--- src/rtl/bcd_entry_2bin.sv ---
// bcd_entry_2bin: keypad digit entry buffer with BCD-to-binary conversion.
// Digits from the key strobe shift into a BCD buffer that drives the display.
// On start, the buffer is converted to binary using an iterative reverse
// double-dabble, one shift per clock.
// Optional build macro: BACKSPACE_EN. When it is defined, key code BKSP_CODE
// removes the most recently entered digit.
//
// state | meaning
// ------+---------------------------------------------------------------
// IDLE  | ready; accepts digits, backspace, clear and start
// SHIFT | conversion running, WIDTH shift/adjust cycles
// DONE  | publish bin_work to bin_out with a one-cycle out_valid pulse
module bcd_entry_2bin #(
    parameter int          MAX_DIGITS = 4,
    parameter int          WIDTH      = 16,
    parameter logic [3:0]  BKSP_CODE  = 4'hC
) (
    input  logic                              clk,
    input  logic                              resetn,
    input  logic                              key_valid,
    input  logic [3:0]                        key_bcd,
    input  logic                              clear,
    input  logic                              start,
    output logic                              ready,
    output logic                              out_valid,
    output logic [WIDTH-1:0]                  bin_out,
    output logic [4*MAX_DIGITS-1:0]           entry_bcd,
    output logic [$clog2(MAX_DIGITS+1)-1:0]   digit_cnt,
    output logic                              ovf
);

    localparam int BW = 4 * MAX_DIGITS;
    localparam int CW = $clog2(MAX_DIGITS + 1);
    localparam int TW = $clog2(WIDTH + 1);
    localparam logic [CW-1:0] FULL_CNT = CW'(MAX_DIGITS);
    localparam logic [TW-1:0] LAST_TMR = TW'(WIDTH - 1);
`ifdef BACKSPACE_EN
    localparam logic BKSP_EN = 1'b1;
`else
    localparam logic BKSP_EN = 1'b0;
`endif

    typedef enum logic [1:0] {
        IDLE  = 2'd0,
        SHIFT = 2'd1,
        DONE  = 2'd2
    } state_t;

    state_t            state, state_nxt;
    logic [TW-1:0]     tmr;
    logic [BW-1:0]     bcd_work, bcd_shift;
    logic [WIDTH-1:0]  bin_work, bin_shift;
    logic              key_is_digit;
    logic              take_start;

    // A backspace code that happens to fall in 0-9 is not treated as a digit
    // when backspace is enabled; with it disabled this folds to key_bcd <= 9.
    assign key_is_digit = (key_bcd <= 4'd9) && !(BKSP_EN && (key_bcd == BKSP_CODE));
    assign take_start   = (state == IDLE) && start && !clear;
    assign ready        = (state == IDLE);

    // State register.
    always_ff @(posedge clk or negedge resetn) begin
        if (!resetn) state <= IDLE;
        else         state <= state_nxt;
    end

    // Next-state logic; clear aborts a running conversion but not DONE.
    always_comb begin
        state_nxt = state;
        case (state)
            IDLE:    if (start && !clear) state_nxt = SHIFT;
            SHIFT: begin
                if (clear)               state_nxt = IDLE;
                else if (tmr == '0)      state_nxt = DONE;
            end
            DONE:    state_nxt = IDLE;
            default: state_nxt = IDLE;
        endcase
    end

    // One reverse double-dabble step: shift right, then pull any BCD nibble
    // that reached 8 or more back down by 3.
    always_comb begin
        {bcd_shift, bin_shift} = {bcd_work, bin_work} >> 1;
        for (int i = 0; i < MAX_DIGITS; i++) begin
            if (bcd_shift[4*i +: 4] >= 4'd8)
                bcd_shift[4*i +: 4] = bcd_shift[4*i +: 4] - 4'd3;
        end
    end

    // Conversion datapath and shift down-counter.
    always_ff @(posedge clk or negedge resetn) begin
        if (!resetn) begin
            bcd_work  <= '0;
            bin_work  <= '0;
            tmr       <= '0;
            bin_out   <= '0;
            out_valid <= 1'b0;
        end else begin
            out_valid <= (state == DONE);
            if (state == DONE)
                bin_out <= bin_work;
            if (take_start) begin
                bcd_work <= entry_bcd;
                bin_work <= '0;
                tmr      <= LAST_TMR;
            end else if (state == SHIFT) begin
                bcd_work <= bcd_shift;
                bin_work <= bin_shift;
                if (tmr != '0)
                    tmr <= tmr - 1'b1;
            end
        end
    end

    // Entry buffer: clear wins in any state; keys only land in IDLE without start.
    always_ff @(posedge clk or negedge resetn) begin
        if (!resetn) begin
            entry_bcd <= '0;
            digit_cnt <= '0;
            ovf       <= 1'b0;
        end else if (clear) begin
            entry_bcd <= '0;
            digit_cnt <= '0;
            ovf       <= 1'b0;
        end else if ((state == IDLE) && key_valid && !start) begin
            if (key_is_digit) begin
                if (digit_cnt < FULL_CNT) begin
                    entry_bcd <= (entry_bcd << 4) | BW'(key_bcd);
                    digit_cnt <= digit_cnt + 1'b1;
                end else begin
                    ovf <= 1'b1;
                end
            end
`ifdef BACKSPACE_EN
            else if ((key_bcd == BKSP_CODE) && (digit_cnt != '0)) begin
                entry_bcd <= entry_bcd >> 4;
                digit_cnt <= digit_cnt - 1'b1;
                ovf       <= 1'b0;
            end
`endif
        end
    end

endmodule

--- config.mk ---
export PLATFORM = sky130hd
export DESIGN_NAME = bcd_entry_2bin
export DESIGN_NICKNAME = d
export VERILOG_FILES = /design/src/rtl/bcd_entry_2bin.sv
export SDC_FILE = /design/constraint.sdc
export NUM_CORES = 1
export LEC_CHECK = 0
export CAP_MARGIN = 15
export CORE_UTILIZATION = 45
export DETAILED_ROUTE_END_ITERATION = 12
export PLACE_DENSITY_LB_ADDON = 0.3
export RECOVER_POWER = 100
export SLEW_MARGIN = 15
export SYNTH_ARGS = -nofsm -noshare
export SYNTH_HDL_FRONTEND = slang
export SYNTH_SLANG_ARGS = --single-unit
--- constraint.sdc ---
create_clock -name clk -period 2.16 [get_ports clk]
set_input_delay 0.324 -clock clk [delete_from_list [all_inputs] [get_ports clk]]
set_output_delay 0.324 -clock clk [all_outputs]
set_load 0.1 [all_outputs]
==> results.py <==
metrics = {
    "finish": {
        "final_util_pct": 55.22,
        "nNetsFinal": 375,
        "fin_area_um2": 4026,
        "layout-drive-gt1-share_pct": 23.14,
        "num_antenna_cells": 0,
        "areaGrowthSynthToFinish_pct": 17.92,
        "instances_no_fill": 462,
    },
    "timing": {
        "min_period_ns": 1.924,
        "rsz0062_at_grt": "false",
        "worst_slack_ns": 0.2358,
        "finalHoldViolCount": 0,
        "setup_viol": 0,
        "hold_ws_ns": 0.4204,
        "fmax_mhz": 519.7,
        "tightest_slew_ns": 1.070,
        "relSlewSlack_pct": 28.65,
        "clock_skew_ns": 0.008510,
        "slew_violations": 0,
        "min_period_over_period_pct": 89.08,
        "fin_tns_setup_ns": 0,
    },
    "grt": {
        "met2_usage_pct": 28.17,
        "use_met1_pct": 26.24,
        "grt_pass1_vias": 2368,
        "grt_max_degree": 33,
        "antenna_found_initial": 0,
        "grt_pass1_wl_um": 11320,
        "met3_usage_pct": 5.263,
        "grt_most_used_layer": "met2",
        "grt_util_all_layers_pct": 18.95,
        "grt-ovfl-total": 0,
    },
    "clock_tree": {
        "clk_path_buf_depth": 2,
        "cts_tree": "yes",
        "cts.sinks": 76,
        "post_cts_resized": 0,
        "clk_pin_slew_ns": 0.08,
        "clock_latency_ns": 0.35,
        "cts_root_buf": "clkbuf_8",
        "htree_levels": 3,
        "cts_made_buffers": 9,
    },
    "setup_path": {
        "cp_slowest_cell": "dlygate4sd3_1",
        "crit_start": "clear",
        "cp_max_fo": 19,
        "required_ns": 2.39,
        "endpoint_kind": "flip-flop",
        "crit_arrival_ns": 2.16,
        "r2r_start": "state[1]",
        "cp_num_buf_inv": 4,
        "startpoint_type": "primary input",
        "crit_family": "buffers and inverters",
        "slowest_delay_ns": 0.56,
        "cp_common_cell": "clkbuf_1",
        "worstPathCellList": "dlygate4sd3_1 -> clkbuf_1 -> nor4b_1 -> clkbuf_1 -> buf_12 -> nor3_1 -> a221o_1",
        "worstSetupPathType": "in2reg",
    },
    "placement": {
        "preCtsSetupSlack_ns": 0.01852,
        "place.gp.congestion": 0.7241,
        "dp_cells": 445,
        "hpwl_um": 4646,
        "portBuffers": 46,
        "dpl_cell_area_um2": 3948,
    },
    "logic_synthesis": {
        "yosys-top-cells-area": "dfrtp_1 56%, mux2_2 5.6%, mux2i_1 5.6%",
        "synth-compound-area-share_pct": 7.036,
        "synth_common_cells": "76 x dfrtp_1, 38 x nand2_1, 27 x nand2b_1, 21 x nand3_1, 19 x mux2i_1",
        "syn-num-nets": 321,
        "synth_area_um2": 3415,
        "synthFlopType": "dfrtp_1",
        "synthSimpleGateAreaFrac_pct": 17.70,
        "async_flop_share_pct": 100.0,
        "synth_fa_ha_area_share_pct": 2.931,
        "synth-edff-count": 0,
        "synth_mux_area_share_pct": 11.18,
        "synth_area_leader_cell": "dfrtp_1",
        "synth_xor_area_share_pct": 1.539,
        "synth_top_family_by_area": "simple AND/OR/NAND/NOR gates",
        "seq_area_frac_synth_pct": 55.70,
        "synth-warning-count": 0,
        "synth-seq-cells": 76,
        "yosysMostFrequentCell": "dfrtp_1",
        "synth.top_cell.area_share_pct": 55.70,
        "synth.distinct_cells": 37,
        "syn_avg_cell_area_um2": 11.23,
        "synthCells": 304,
    },
    "power_and_ir_drop": {
        "p_total_mw": 3.375,
        "internal-power_mw": 2.344,
        "power.density_nw_per_um2": 838.1,
        "swShare_pct": 30.54,
        "pwr-share-comb_pct": 17.5,
        "power_frac_seq_pct": 49.1,
        "p_leak_nw": 1.963,
        "switching_power_mw": 1.031,
        "peakVddDrop_v": 0.0004010,
        "p_clk_share_pct": 33.4,
    },
    "floorplanning": {
        "dieArea_um2": 7941,
        "die_w_um": 89.11,
        "io_pins": 47,
        "die_h_um": 89.11,
        "start_util_pct": 46.83,
        "rows": 31,
        "core_um2": 7292,
    },
    "detailed_routing": {
        "drt_first_pass_iters": 4,
        "wirelength_um": 6645,
        "drc": 0,
        "via_per_inst": 5.262,
        "drtIter0Drc": 111,
        "ant_nets": 0,
        "vias": 2431,
        "wl_per_cell_um": 14.38,
    },
    "min_path": {
        "hold_path_class": "in2async",
    },
    "status": {
        "status": "completed",
    },
    "run": {
        "max-cap-violations": 0,
    },
}
[metal layers]
layer  share of wire (%)  wire length (um)
met2                  44              2940
met1                  49              3286
met5                   0                 0
met4                 1.4                93
met3                 4.9               324
[sequential cells by signal (all words and copies together), names as in the netlist]
register	cells
state	2
bin_work	16
bcd_work	16
digit_cnt	3
bin_out	16
tmr	5
ovf	1
entry_bcd	16
out_valid	1
[cells in the final DEF, fill, tap and decap left out, types with 2 or more instances in the layout]
master	synthesis	layout
clkbuf_8	0	11
nor4b_1	3	3
clkdlybuf4s50_1	0	6
inv_1	9	9
a311oi_1	2	2
a221o_1	10	10
dlygate4sd3_1	0	2
nor2_1	14	14
o21ai_0	5	5
clkbuf_2	0	40
clkinvlp_4	0	2
nor3_1	5	5
nand2_1	38	38
a21oi_1	2	2
dfrtp_1	76	76
a31oi_1	2	2
a22oi_1	3	3
xnor2_1	6	6
ha_1	8	8
buf_4	0	7
mux2_2	17	17
or3_1	3	3
nand2b_1	27	27
clkbuf_1	11	6
nand3_1	21	21
o22ai_1	2	2
mux2i_1	19	19
[worst reg2reg max path: cells and delay by family, from the launching register on]
family	cells	cell delay, ns
buffers and inverters	1	0.25
muxes	1	0.23
DFF	1	0.47
and+or+nand+nor	2	0.86
[repair_timing]
action / 4_1_cts / 5_1_grt
hold buffers: 1 / 0
setup buffers: 0 / 0
hold endpoints to repair: 24 / 0
[logic make-up after synthesis]
kind of cell | Yosys count
adder cells (fa/ha/maj) | 8
AO/OA/AOI/OAI | 31
flip-flops | 76
XOR/XNOR | 6
AND/OR/NAND/NOR | 119
multiplexers | 36
buffers and inverters | 28
[final timing paths]
| check | endpoint | slack (ns) | cells after the start |
|---|---|---|---|
| max in group asynchronous | bin_work[6] | 0.46 | 3 |
| hold reg to reg | bin_work[15] | 0.49 | 2 |
| min in group clk | bin_work[15] | 0.49 | 2 |
| hold / removal | bin_out[3] | 0.42 | 2 |
| setup reg to reg | entry_bcd[1] | 0.27 | 4 |
| setup / recovery | bcd_work[6] | 0.24 | 7 |
[final cells by class]
type | count | area (um2)
fill | 683 | 3266
sequential | 76 | 1902
multi-input combinational | 200 | 1381
timing repair buffer | 62 | 375.4
clock buffer | 11 | 151.4
tap | 99 | 123.9
clock inverter | 5 | 58.81
inverter | 9 | 33.78
[power groups by stage]
| stage | Combinational (mW) | Clock [mW] | Sequential (mW) |
|---|---|---|---|
| after floorplan | 0.313 | 0 | 1.80 |
| after global placement | 0.608 | 0 | 1.68 |
| after detailed placement | 0.623 | 0 | 1.68 |
| after CTS | 0.624 | 1.16 | 1.66 |
| after global routing | 0.648 | 1.23 | 1.68 |
| final | 0.591 | 1.13 | 1.66 |
Note: power is estimated with default switching activity, not from simulation.
